## src/rtl/fft_bitrev_buffer.sv

```systemverilog
`default_nettype none
// ============================================================================
// Module   : fft_bitrev_buffer
// Brief    : Collects one N-point frame of complex samples in bit-reversed
//            order, then streams adjacent pairs to a radix-2 butterfly.
//            Optional macro FFT_BUF_SCALE_EN pre-scales inputs by 1/N.
// Revision : 1.0 - initial release
// ============================================================================
module fft_bitrev_buffer #(
    parameter int LOG2N = 3
) (
    input  logic        clk,
    input  logic        rst,
    input  logic        in_valid,
    output logic        in_ready,
    input  logic [31:0] in_re,
    input  logic [31:0] in_im,
    output logic        out_valid,
    input  logic        out_ready,
    output logic [31:0] out_a,
    output logic [31:0] out_ia,
    output logic [31:0] out_b,
    output logic [31:0] out_ib,
    output logic        out_last
);

    localparam int N = 1 << LOG2N;
    localparam logic [LOG2N-1:0] c_ONE       = LOG2N'(1);
    localparam logic [LOG2N-1:0] c_CNT_MAX   = LOG2N'(N - 1);
    localparam logic [LOG2N-1:0] c_LAST_PAIR = LOG2N'(N / 2 - 1);

    typedef enum logic {
        S_FILL  = 1'b0,
        S_DRAIN = 1'b1
    } state_t;

    state_t           state_q, state_d;
    logic [LOG2N-1:0] cnt_q, cnt_d;
    logic [31:0]      re_q [N];
    logic [31:0]      im_q [N];

    logic             w_wr_en;
    logic [LOG2N-1:0] w_wr_idx;
    logic [LOG2N-1:0] w_idx_a;
    logic [LOG2N-1:0] w_idx_b;
    logic [31:0]      w_re_st;
    logic [31:0]      w_im_st;

    function automatic logic [LOG2N-1:0] bitrev(input logic [LOG2N-1:0] v);
        logic [LOG2N-1:0] r;
        for (int i = 0; i < LOG2N; i++) begin
            r[i] = v[LOG2N-1-i];
        end
        return r;
    endfunction

`ifdef FFT_BUF_SCALE_EN
    // Divide by N up front so the log2(N) butterfly stages cannot overflow.
    assign w_re_st = $signed(in_re) >>> LOG2N;
    assign w_im_st = $signed(in_im) >>> LOG2N;
`else
    assign w_re_st = in_re;
    assign w_im_st = in_im;
`endif

    assign w_wr_idx = bitrev(cnt_q);
    // cnt < N/2 in DRAIN, so the shifted value never loses its top bit.
    assign w_idx_a  = cnt_q << 1;
    assign w_idx_b  = w_idx_a | c_ONE;

    always_comb begin
        state_d   = state_q;
        cnt_d     = cnt_q;
        in_ready  = 1'b0;
        out_valid = 1'b0;
        w_wr_en   = 1'b0;
        case (state_q)
            S_FILL: begin
                in_ready = 1'b1;
                if (in_valid) begin
                    w_wr_en = 1'b1;
                    cnt_d   = cnt_q + c_ONE;
                    if (cnt_q == c_CNT_MAX) begin
                        state_d = S_DRAIN;
                        cnt_d   = '0;
                    end
                end
            end
            S_DRAIN: begin
                out_valid = 1'b1;
                if (out_ready) begin
                    cnt_d = cnt_q + c_ONE;
                    if (cnt_q == c_LAST_PAIR) begin
                        state_d = S_FILL;
                        cnt_d   = '0;
                    end
                end
            end
            default: begin
                state_d = S_FILL;
                cnt_d   = '0;
            end
        endcase
    end

    assign out_last = out_valid && (cnt_q == c_LAST_PAIR);
    assign out_a    = re_q[w_idx_a];
    assign out_ia   = im_q[w_idx_a];
    assign out_b    = re_q[w_idx_b];
    assign out_ib   = im_q[w_idx_b];

    always_ff @(posedge clk) begin
        if (rst) begin
            state_q <= S_FILL;
            cnt_q   <= '0;
            for (int i = 0; i < N; i++) begin
                re_q[i] <= '0;
                im_q[i] <= '0;
            end
        end else begin
            state_q <= state_d;
            cnt_q   <= cnt_d;
            if (w_wr_en) begin
                re_q[w_wr_idx] <= w_re_st;
                im_q[w_wr_idx] <= w_im_st;
            end
        end
    end

endmodule
`default_nettype wire
```

## config.mk

```make
export PLATFORM = sky130hd
export DESIGN_NAME = fft_bitrev_buffer
export DESIGN_NICKNAME = d
export VERILOG_FILES = /design/src/rtl/fft_bitrev_buffer.sv
export SDC_FILE = /design/constraint.sdc
export NUM_CORES = 1
export LEC_CHECK = 0
export ABC_AREA = 1
export CORE_ASPECT_RATIO = 0.8
export CORE_MARGIN = 3
export CORE_UTILIZATION = 40
export CTS_CLUSTER_DIAMETER = 50
export DETAILED_ROUTE_END_ITERATION = 7
export SYNTH_ARGS = -nofsm -noshare
export SYNTH_HDL_FRONTEND = slang
export SYNTH_SLANG_ARGS = --single-unit
```

## constraint.sdc

```tcl
create_clock -name clk -period 3.24 [get_ports clk]
set_input_delay 0.81 -clock clk [delete_from_list [all_inputs] [get_ports clk]]
set_output_delay 0.81 -clock clk [all_outputs]
set_load 0.01 [all_outputs]
```

=== Word-level counts from Yosys, hierarchy flattened ===
Memories as Yosys holds them, arrays and structs flattened. A register that Yosys moved wholly into a read port is not among the register bits.
Index checks and enable logic that the tools add are counted.
W data, S select, Z words.

* Register bits after elaboration: 4
* RAM bits: 512
* Output and inout port bits: 131
* Word-level logic and storage cells: 47
* Memories kept: 2

* Add/sub/neg operators: 1
* Equal/unequal tests: 4
* Muxes and demuxes: 33
* Bitwise logic cells: 1
* Reductions and logical operators: 4

{| class="wikitable"
|+ Memories
! memory !! depth !! bits a word !! read ports !! clocked after Yosys merged registers in !! wr ports !! line !! source
|-
| im_q || 8 || 32 || 2 || 2 || 8 || 40 || <nowiki>logic [31:0] im_q [N];</nowiki>
|-
| re_q || 8 || 32 || 2 || 2 || 8 || 39 || <nowiki>logic [31:0] re_q [N];</nowiki>
|}

{| class="wikitable"
|+ Operator list
! cell !! number
|-
| $mux W32 || 2
|-
| $reduce_or A32 Y1 || 2
|-
| $mux W3 || 14
|-
| $mux W1 || 15
|-
| $pmux W3 S2 || 1
|-
| $ne A2 B2 Y1 const B || 2
|-
| $add A3 B1 Y3 const B || 1
|-
| $eq A3 B2 Y1 const B || 1
|-
| $eq A3 B3 Y1 const B || 1
|-
| $pmux W1 S2 || 1
|-
| $reduce_and A2 Y1 || 1
|-
| $logic_and A1 B1 Y1 || 1
|-
| $not A1 Y1 || 1
|}

=== Logic depth before layout (Yosys ltp) ===
Gate-level depths: netlist (run 1).

* Depth in word-level cells: 7
* Depth in mapped cells: 7
* Gate-level depth less buffers: 7

=== Worst setup path after synthesis (run 1) ===
No wires, ideal clock.

* Path kind: input -> register
* Start: input rst
* End: memory im_q[1][0], enable pin
* Setup time: 424 ps
* Data arrival time: 2837 ps
* Required time: 2816 ps
* Path slack: -20 ps
* Cell stages on the path: 7
* Buffers on the path: 2
* Path through: inv_1 > nand3_2 > nor2_2 > nand2_1 > buf_4 > buf_6 > nand2_1

{| class="wikitable"
|+ RTL lines
! element !! line !! source
|-
| start, declared || 13 || <nowiki>input logic rst,</nowiki>
|-
| end, declared || 40 ||
|}

==> impl_metrics.py, run 1 <==
metrics = {
    "job": {
        "max_cap_viol_count": 0,
    },
    "clock_network": {
        "cts_buffer_depth": 3,
        "hold_buffers": 0,
        "clkTransAtPathRegs_ps": 60,
        "clock_sinks": 518,
        "h-tree-depth": 2,
        "cts_root_buf": "clkbuf_16",
        "cts_made_buffers": 55,
        "cts_tree": "done",
        "clock_latency_ps": 600,
    },
    "floorplan": {
        "die_x_um": 268,
        "dieArea_sq_um": 57700,
        "top_level_ports": 199,
        "design.core.area_sq_um": 54000,
        "row_count": 76,
        "initial_core_util_pct": 40.6,
        "fp.dieH_um": 215,
    },
    "critical_path": {
        "critPathMaxFanout": 41,
        "worst_path_max_delay_cell": "clkdlybuf4s50_1",
        "critPathCaptureType": "primary output",
        "critPathBufInv": 3,
        "crit_family": "buffers and inverters",
        "start_kind": "register",
        "worstPathRequired_ps": 2430,
        "crit_arrival_ps": 2420,
        "crit_chain": "buf_4 -> clkbuf_16 -> nor2_1 -> o22ai_2 -> clkdlybuf4s50_1",
        "reg2regPathDepth": 6,
        "critical_path_depth": 5,
        "worstSetupPathType": "reg2out",
        "slowest_delay_ps": 600,
    },
    "layout": {
        "nNetsFinal": 2195,
        "utilization_pct": 50.8,
        "final_cells": 2866,
        "fin_area_sq_um": 27400,
        "area_delta_synth_final_pct": 25.0,
        "layout-drive-gt1-share_pct": 9.94,
    },
    "power_and_ir_drop": {
        "p_leak_nw": 11.3,
        "vdd_drop_max_mv": 0.364,
        "power_density_nw_per_um2": 581,
    },
    "detailed_routing": {
        "wl_per_cell_um": 22.1,
        "drt_iter0_markers": 1535,
        "drt_pass1_iterations": 6,
        "vias": 15568,
        "ant_nets": 0,
        "remaining_drc_errors": 0,
        "routed_wl_mm": 63.3,
        "vias_per_cell": 5.43,
    },
    "grt": {
        "grt_pass1_wl_mm": 95.4,
        "antenna_found_initial": 2,
        "grt_pass1_vias": 15590,
        "grt_max_degree": 83,
        "grtUsageTotal_pct": 21.7,
        "overflow": 0,
    },
    "synth": {
        "synth.avg_cell_area_sq_um": 11.3,
        "synth.top_cell.area_share_pct": 70.1,
        "seq_area_frac_synth_pct": 70.6,
        "syn_area_sq_um": 21900,
        "yosysWarningCount": 0,
        "ys_types": 19,
        "synth-seq-cells": 518,
        "synth_top_area_cell": "edfxtp_1",
        "synth_nets": 2011,
        "syn-instance-count": 1936,
        "synthTopCellsByArea": "edfxtp_1 70%, nor2_1 13%, o21ai_0 5.8%",
    },
    "placed_design": {
        "place.gp.congestion": 0.785,
        "numPortBuffers": 198,
        "dp_hpwl_mm": 34.1,
        "dp.cells": 2747,
        "place_area_sq_um": 24900,
    },
    "min_path": {
        "hold_depth": 2,
        "hold_path_class": "reg2reg",
    },
    "timing": {
        "fmax_mhz": 310,
        "slew_headroom_pct": 35.5,
        "tightest_slew_ps": 968,
        "post-route-period-util_pct": 99.7,
        "min_period_ps": 3230,
        "finalSetupTns_ps": 0,
        "hold_viol": 0,
        "finClkSkew_ps": 19.6,
        "drv_slew": 0,
        "finalSetupViolations": 0,
    },
    "run_status": {
        "outcome": "complete, no violations",
    },
}
==> per-layer routing <==
layer  track usage [%]  up-vias  share of wire (%)
li1                  -     7085                  -
met1              30.0     7809                 43
met2              35.6      600                 48
met3              3.62       72                7.0
met4              5.85        2                1.8
met5                 0        -              0.028
==> registers in the layout, summed over array words and instances, names as in the netlist, named ones only <==
register and flops:
cnt_q 3, re_q 256, state_q 1, im_q 256
==> Yosys cell counts <==
cell / number
edfxtp_1: 512
clkbuf_2: 6
buf_4: 12
o21ai_0: 256
o22ai_1: 128
nand3_2: 1
clkbuf_1: 41
inv_2: 2
dfxtp_1: 6
inv_1: 74
o21ai_1: 1
buf_6: 39
nand2_1: 29
nor2_2: 2
buf_2: 43
nand3_1: 6
a21oi_1: 3
nor2_1: 768
ha_1: 7
==> timing repair <==
action | in CTS | in global routing
gates resized for setup | 85 | 75
buffers inserted | 5 | 4
gates cloned | 7 | 2
setup endpoints to repair | 109 | 75
pin swaps | 4 | 7
==> layout make-up <==
cell class | instances | area [sq um]
fill | 4702 | 26600
sequential | 518 | 15500
multi-input combinational | 1201 | 5620
timing repair buffer | 268 | 3360
clock buffer | 70 | 1480
tap | 702 | 878
inverter | 76 | 310
clock inverter | 30 | 288
antenna | 1 | 2.50
==> metrics by stage <==
step | hold WS (ps) | power [mW] | worst slack (ps)
4_1_cts | 585 | 16.1 | -89.8
3_3_place_gp | 540 | 9.80 | 440
6_report | 587 | 16.0 | 10.7
2_1_floorplan | 500 | 8.74 | 3.57
3_5_place_dp | 576 | 9.82 | 411
5_1_grt | 614 | 16.5 | -2.46
==> placed cells by master (no fill, tap or decap), types with 7 or more instances in the layout <==
master,Yosys,layout
nor2_1,768,768
edfxtp_1,512,512
o21ai_0,256,256
clkdlybuf4s50_1,0,99
o22ai_1,128,87
inv_1,74,73
dlymetal6s2s_1,0,62
clkbuf_16,0,59
o22ai_2,0,40
dlygate4sd2_1,0,36
buf_12,0,30
buf_4,12,20
nand2_4,0,16
nand2_1,29,13
clkbuf_1,41,13
clkinv_2,0,11
clkinv_1,0,8
buf_16,0,8
ha_1,7,7
==> kinds of logic after synthesis <==
| logic type | share of synthesized area (%) |
|---|---|
| simple gates | 13.9 |
| flops | 70.6 |
| compound gates | 9.58 |
| buf+inv | 5.53 |
| fa+ha+maj | 0.399 |
==> worst register-to-register path, cell delays in order (launching register included) <==
cell and delay, ps:
dfxtp_1 470, inv_2 110, nand3_2 110, nor2_2 90
nand2_4 80, buf_4 760, nor2_1 120
==> worst paths after layout <==
check             startpoint          end  slack (ps)
setup reg to reg     state_q  re_q[1][17]        1210
setup / recovery    register    out_a[27]          10
hold reg to reg     cnt_q[2]     cnt_q[2]         590
hold / removal      cnt_q[2]     cnt_q[2]         590
==> report_power, final <==
part / total (mW) / leakage (nW) / internal [mW] / switching [mW]
registers: 7.73 / 5.36 / 7.65 / 0.0821
clock network: 6.19 / 0.863 / 3.61 / 2.57
logic: 2.03 / 5.07 / 0.817 / 1.22
Power figures use the tool's default switching activity.
==> run 2: changes to the inputs <==
--- a/config.mk
+++ b/config.mk
@@ -6,7 +6,7 @@
 export NUM_CORES = 1
 export LEC_CHECK = 0
 export ABC_AREA = 1
-export CORE_ASPECT_RATIO = 0.8
+export CORE_ASPECT_RATIO = 0.6
 export CORE_MARGIN = 3
 export CORE_UTILIZATION = 40
 export CTS_CLUSTER_DIAMETER = 50
==> run 2 against run 1 <==
  * Sequential share of layout area is 0.73 points higher
  * Non-clock buffer count is 8 higher
  * First-iteration DRC count increased by 5.1%
  * Fmax up 1.4%
  * Routed wire length is 2.6% higher
  * Critical path depth stayed put
  * Global-route usage rose by 0.32 points
  * Worst setup slack better by 44 ps
  * Die area grew 0.13%
  * Design area is 1.3% lower
  * Combinational power is essentially flat
  * Count of clock-buffer cells in the layout fell by 13
  * Critical path type unchanged
==> impl_metrics.py, run 2 (synthesis gave the netlist of run 1 again) <==
metrics = {
    "clock_network": {
        "cts_root_buf": "clkbuf_16",
        "clkTransAtPathRegs_ps": 70,
        "h-tree-depth": 2,
        "cts_made_buffers": 50,
        "cts_tree": "done",
        "cts_buffer_depth": 3,
        "hold_buffers": 0,
        "clock_sinks": 518,
        "clock_latency_ps": 580,
    },
    "floorplan": {
        "top_level_ports": 199,
        "initial_core_util_pct": 41.1,
        "dieArea_sq_um": 57800,
        "design.core.area_sq_um": 53400,
        "fp.dieH_um": 187,
        "row_count": 65,
        "die_x_um": 308,
    },
    "detailed_routing": {
        "drt_pass1_iterations": 5,
        "routed_wl_mm": 64.9,
        "remaining_drc_errors": 0,
        "vias": 15668,
        "vias_per_cell": 5.46,
        "ant_nets": 0,
        "drt_iter0_markers": 1614,
        "wl_per_cell_um": 22.6,
    },
    "min_path": {
        "hold_path_class": "reg2reg",
    },
    "placed_design": {
        "place.gp.congestion": 0.824,
        "dp.cells": 2753,
        "dp_hpwl_mm": 35.0,
        "dpl_worst_slack_ps": 349,
        "numPortBuffers": 198,
        "place_area_sq_um": 24800,
    },
    "timing": {
        "fmax_mhz": 314,
        "hold_ws_ps": 580,
        "hold_viol": 0,
        "tightest_slew_ps": 940,
        "post-route-period-util_pct": 98.3,
        "min_period_ps": 3180,
        "timing.final.ws_setup_ps": 55.2,
        "slew_headroom_pct": 37.3,
        "finClkSkew_ps": 22.2,
        "finalSetupTns_ps": 0,
        "finalSetupViolations": 0,
        "drv_slew": 0,
    },
    "critical_path": {
        "crit_arrival_ps": 2370,
        "slowest_delay_ps": 600,
        "critPathCaptureType": "primary output",
        "crit_chain": "buf_12 -> buf_16 -> o21ai_0 -> o22ai_2 -> clkdlybuf4s50_1",
        "start_kind": "register",
        "worst_path_max_delay_cell": "clkdlybuf4s50_1",
        "crit_family": "buffers and inverters",
        "critPathMaxFanout": 45,
        "worstPathRequired_ps": 2430,
        "worstSetupPathType": "reg2out",
        "critPathBufInv": 3,
    },
    "layout": {
        "mostFrequentLayoutCell": "nor2_1",
        "final_cells": 2871,
        "fin_area_sq_um": 27100,
        "nFillCells": 4686,
        "layout-drive-gt1-share_pct": 9.51,
        "layout_common_cells": "768 x nor2_1, 512 x edfxtp_1, 252 x o21ai_0, 124 x clkdlybuf4s50_1, 101 x o22ai_1",
        "area_delta_synth_final_pct": 23.4,
        "nNetsFinal": 2199,
        "top_regs": "im_q x256, re_q x256, cnt_q x3",
    },
    "power_and_ir_drop": {
        "vdd_drop_max_mv": 0.379,
        "power_density_nw_per_um2": 569,
        "p_leak_nw": 10.8,
    },
    "grt": {
        "grt_max_degree": 66,
        "grtUsageTotal_pct": 22.0,
        "grt_pass1_wl_mm": 97.1,
        "antenna_found_initial": 2,
        "overflow": 0,
        "grt_pass1_vias": 15396,
    },
    "job": {
        "max_cap_viol_count": 0,
    },
    "run_status": {
        "outcome": "complete, no violations",
    },
}
[run 2: cell types whose count changed in the layout (fill, tap and decap cells not counted), sizes merged, moves of 3 or more]
cell           before  now
clkdlybuf4s50      99  124
dlymetal6s2s       62   21
buf                63   75
clkinv             22   31
dlygate4sd2        36   50
clkbuf             72   60
bufbuf              6    3
[run 2: layout make-up]
class	instances	area (sq um)	share of cell area, %
Sequential cell	518	15500	57.2
Multi-Input combinational cell	1201	5520	20.4
Timing Repair Buffer	276	3280	12.1
Clock buffer	57	1280	4.72
Tap cell	703	880	3.25
Inverter	76	324	1.20
Clock inverter	37	275	1.02
Timing Repair inverter	1	16.3	0.0601
Antenna cell	2	5.00	0.0185
[run 2: worst paths after layout]
check	from	to	slack, ps	depth (start not counted)
max	register	out_ib[29]	60	5
min	cnt_q[2]	cnt_q[2]	580	2
max reg2reg	state_q	im_q[2][22]	1190	6
min reg2reg	cnt_q[2]	cnt_q[2]	580	2
[run 2: worst register-to-register path, cell delays in order (launching register included)]
cell and delay, ps:
dfxtp_1 490, inv_2 120, nand3_2 110, nor2_2 90
nand2_4 90, buf_4 740, nor2_1 130
[run 2: what timing repair did]
item                                    4_1_cts  5_1_grt
buffers inserted                              5        6
cloned                                        8        3
pin swaps                                     1       10
endpoints found under the setup margin       93       65
resized for setup                            89       43
[run 2: metal layers]
layer	track usage, %	vias to the layer above	share of wire, %	wire length (um)
li1	-	7103	-	-
met1	33.6	7803	46	29700
met2	32.9	670	44	28500
met3	3.93	90	8.5	5530
met4	4.75	2	1.9	1210
met5	0	-	0.029	19
[run 2: stage by stage]
stage | utilization [%] | total power [mW]
after CTS | 50.3 | 15.5
after detailed placement | 46.5 | 9.81
final | 50.8 | 15.4
after floorplan | - | 8.74
after global placement | 46.5 | 9.79
after global routing | 50.8 | 15.9
[run 2: power breakdown]
group	internal, mW	leakage [nW]	switching [mW]
combinational	0.814	4.64	1.22
sequential	7.65	5.36	0.0809
clock	3.09	0.769	2.55
total	11.6	10.8	3.86
==> run 3: changes to the inputs <==
--- a/config.mk
+++ b/config.mk
@@ -6,11 +6,13 @@
 export NUM_CORES = 1
 export LEC_CHECK = 0
 export ABC_AREA = 1
+export CAP_MARGIN = 20
 export CORE_ASPECT_RATIO = 0.6
 export CORE_MARGIN = 3
 export CORE_UTILIZATION = 40
 export CTS_CLUSTER_DIAMETER = 50
 export DETAILED_ROUTE_END_ITERATION = 7
+export RECOVER_POWER = 25
 export SYNTH_ARGS = -nofsm -noshare
 export SYNTH_HDL_FRONTEND = slang
 export SYNTH_SLANG_ARGS = --single-unit
==> run 3 against run 2 <==
  * Clock skew up 0.74 ps
  * Largest power group unchanged
  * Fmax up 0.52%
  * Clock power about the same
  * Highest routed layer unchanged
  * Die area unchanged
  * Hold slack worse by 17 ps
  * Total power about the same
  * Sequential cell count unchanged
  * Design area down 0.41%
  * Critical path type unchanged
==> impl_metrics.py, run 3 (synthesis gave the netlist of run 1 again) <==
metrics = {
    "timing": {
        "slew_headroom_pct": 12.4,
        "fmax_mhz": 316,
        "hold_ws_ps": 562,
        "drv_slew": 0,
        "finalSetupViolations": 0,
        "finClkSkew_ps": 23.0,
        "hold_viol": 0,
        "tightest_slew_ps": 1310,
        "post-route-period-util_pct": 97.8,
        "min_period_ps": 3170,
    },
    "clock_network": {
        "clkTransAtPathRegs_ps": 70,
        "cts_made_buffers": 50,
        "hold_buffers": 0,
        "cts_buffer_depth": 3,
        "cts_root_buf": "clkbuf_16",
        "h-tree-depth": 2,
        "clock_latency_ps": 590,
        "cts_tree": "done",
        "clock_sinks": 518,
    },
    "layout": {
        "top_regs": "im_q x256, re_q x256, cnt_q x3",
        "mostFrequentLayoutCell": "nor2_1",
        "area_delta_synth_final_pct": 22.9,
        "nNetsFinal": 2199,
        "layout-drive-gt1-share_pct": 9.05,
        "layout_common_cells": "770 x nor2_1, 512 x edfxtp_1, 252 x o21ai_0, 123 x clkdlybuf4s50_1, 101 x o22ai_1",
        "final_cells": 2871,
        "nFillCells": 4706,
        "utilization_pct": 50.6,
        "fin_area_sq_um": 27000,
    },
    "detailed_routing": {
        "routed_wl_mm": 64.8,
        "drt_iter0_markers": 1590,
        "wl_per_cell_um": 22.6,
        "ant_nets": 0,
        "remaining_drc_errors": 0,
        "vias": 15505,
        "vias_per_cell": 5.40,
        "drt_pass1_iterations": 5,
    },
    "floorplan": {
        "fp.dieH_um": 187,
        "dieArea_sq_um": 57800,
        "die_x_um": 308,
        "row_count": 65,
        "top_level_ports": 199,
        "design.core.area_sq_um": 53400,
        "initial_core_util_pct": 41.1,
    },
    "min_path": {
        "hold_path_class": "reg2reg",
    },
    "grt": {
        "overflow": 0,
        "grtUsageTotal_pct": 22.0,
        "grt_pass1_vias": 15396,
        "grt_max_degree": 66,
        "antenna_found_initial": 2,
        "grt_pass1_wl_mm": 97.1,
    },
    "job": {
        "max_cap_viol_count": 0,
    },
    "critical_path": {
        "worstSetupPathType": "reg2out",
        "critPathMaxFanout": 45,
        "worstPathRequired_ps": 2430,
        "crit_arrival_ps": 2360,
        "start_kind": "register",
        "rrSetupSlack_ps": 710,
        "critPathCaptureType": "primary output",
    },
    "placed_design": {
        "place.gp.congestion": 0.824,
        "place_area_sq_um": 24800,
        "numPortBuffers": 198,
        "dp_hpwl_mm": 35.0,
        "dp.cells": 2753,
    },
    "power_and_ir_drop": {
        "p_leak_nw": 10.7,
        "power_density_nw_per_um2": 571,
        "vdd_drop_max_mv": 0.380,
    },
    "run_status": {
        "outcome": "complete, no violations",
    },
}
==> run 3: changes by cell type in the layout (fill, tap and decap cells not counted), moves of 2 or more <==
| cell | before | now |
|---|---|---|
| buf_4 | 33 | 31 |
| nand2_1 | 13 | 18 |
| clkbuf_4 | 0 | 4 |
| clkbuf_1 | 7 | 9 |
| buf_12 | 26 | 22 |
| nor2_1 | 768 | 770 |
| nand2_4 | 16 | 10 |
| nor2_2 | 2 | 0 |
==> run 3: worst paths after layout <==
check / from / end / cells after the start
worst max-delay path: register / out_ib[28] / 5
worst min-delay path: cnt_q[2] / cnt_q[2] / 2
worst max register to register: state_q / im_q[1][15] / 6
worst min register to register: cnt_q[2] / cnt_q[2] / 2
==> run 3: layer usage <==
layer,GRT usage [%],wire length (um)
met2,32.9,28500
met3,3.93,5490
met1,33.6,29600
met5,0,19
met4,4.75,1230
==> run 3: timing repair <==
item                       4_1_cts  5_1_grt
gates cloned                     8        3
buffers inserted                 5        6
pin swaps                        1       10
resized for setup               89       43
setup endpoints to repair       93       65
==> run 3: critical path: stages (launching register included) <==
cell	delay [ps]
dfxtp_4	380
buf_12	150
buf_16	220
o21ai_0	150
o22ai_2	260
clkdlybuf4s50_1	590
==> run 3: power by group <==
group	switching, mW	total (mW)	internal (mW)	leakage (nW)
Clock	2.56	5.64	3.09	0.769
Sequential	0.0803	7.73	7.65	5.36
Combinational	1.22	2.03	0.810	4.57
==> run 3: area by class of cell <==
type | count | area, sq um | share of cell area [%]
diodes | 2 | 5.00 | 0.0186
clock inverters | 37 | 275 | 1.02
flip-flops and latches | 518 | 15500 | 57.5
clock buffers | 57 | 1280 | 4.74
multi-input cells | 1201 | 5470 | 20.3
repair inverters | 1 | 16.3 | 0.0603
repair buffers | 276 | 3220 | 12.0
well taps | 703 | 880 | 3.26
inverters | 76 | 324 | 1.20
==> run 3: metrics by stage <==
stage          total power [mW]  TNS, ps  setup slack [ps]
2_1_floorplan              8.74        0              3.57
3_3_place_gp               9.79        0               368
3_5_place_dp               9.81        0               349
4_1_cts                    15.5    -75.0             -53.7
5_1_grt                    15.9   -0.745            -0.745
6_report                   15.4        0              71.8
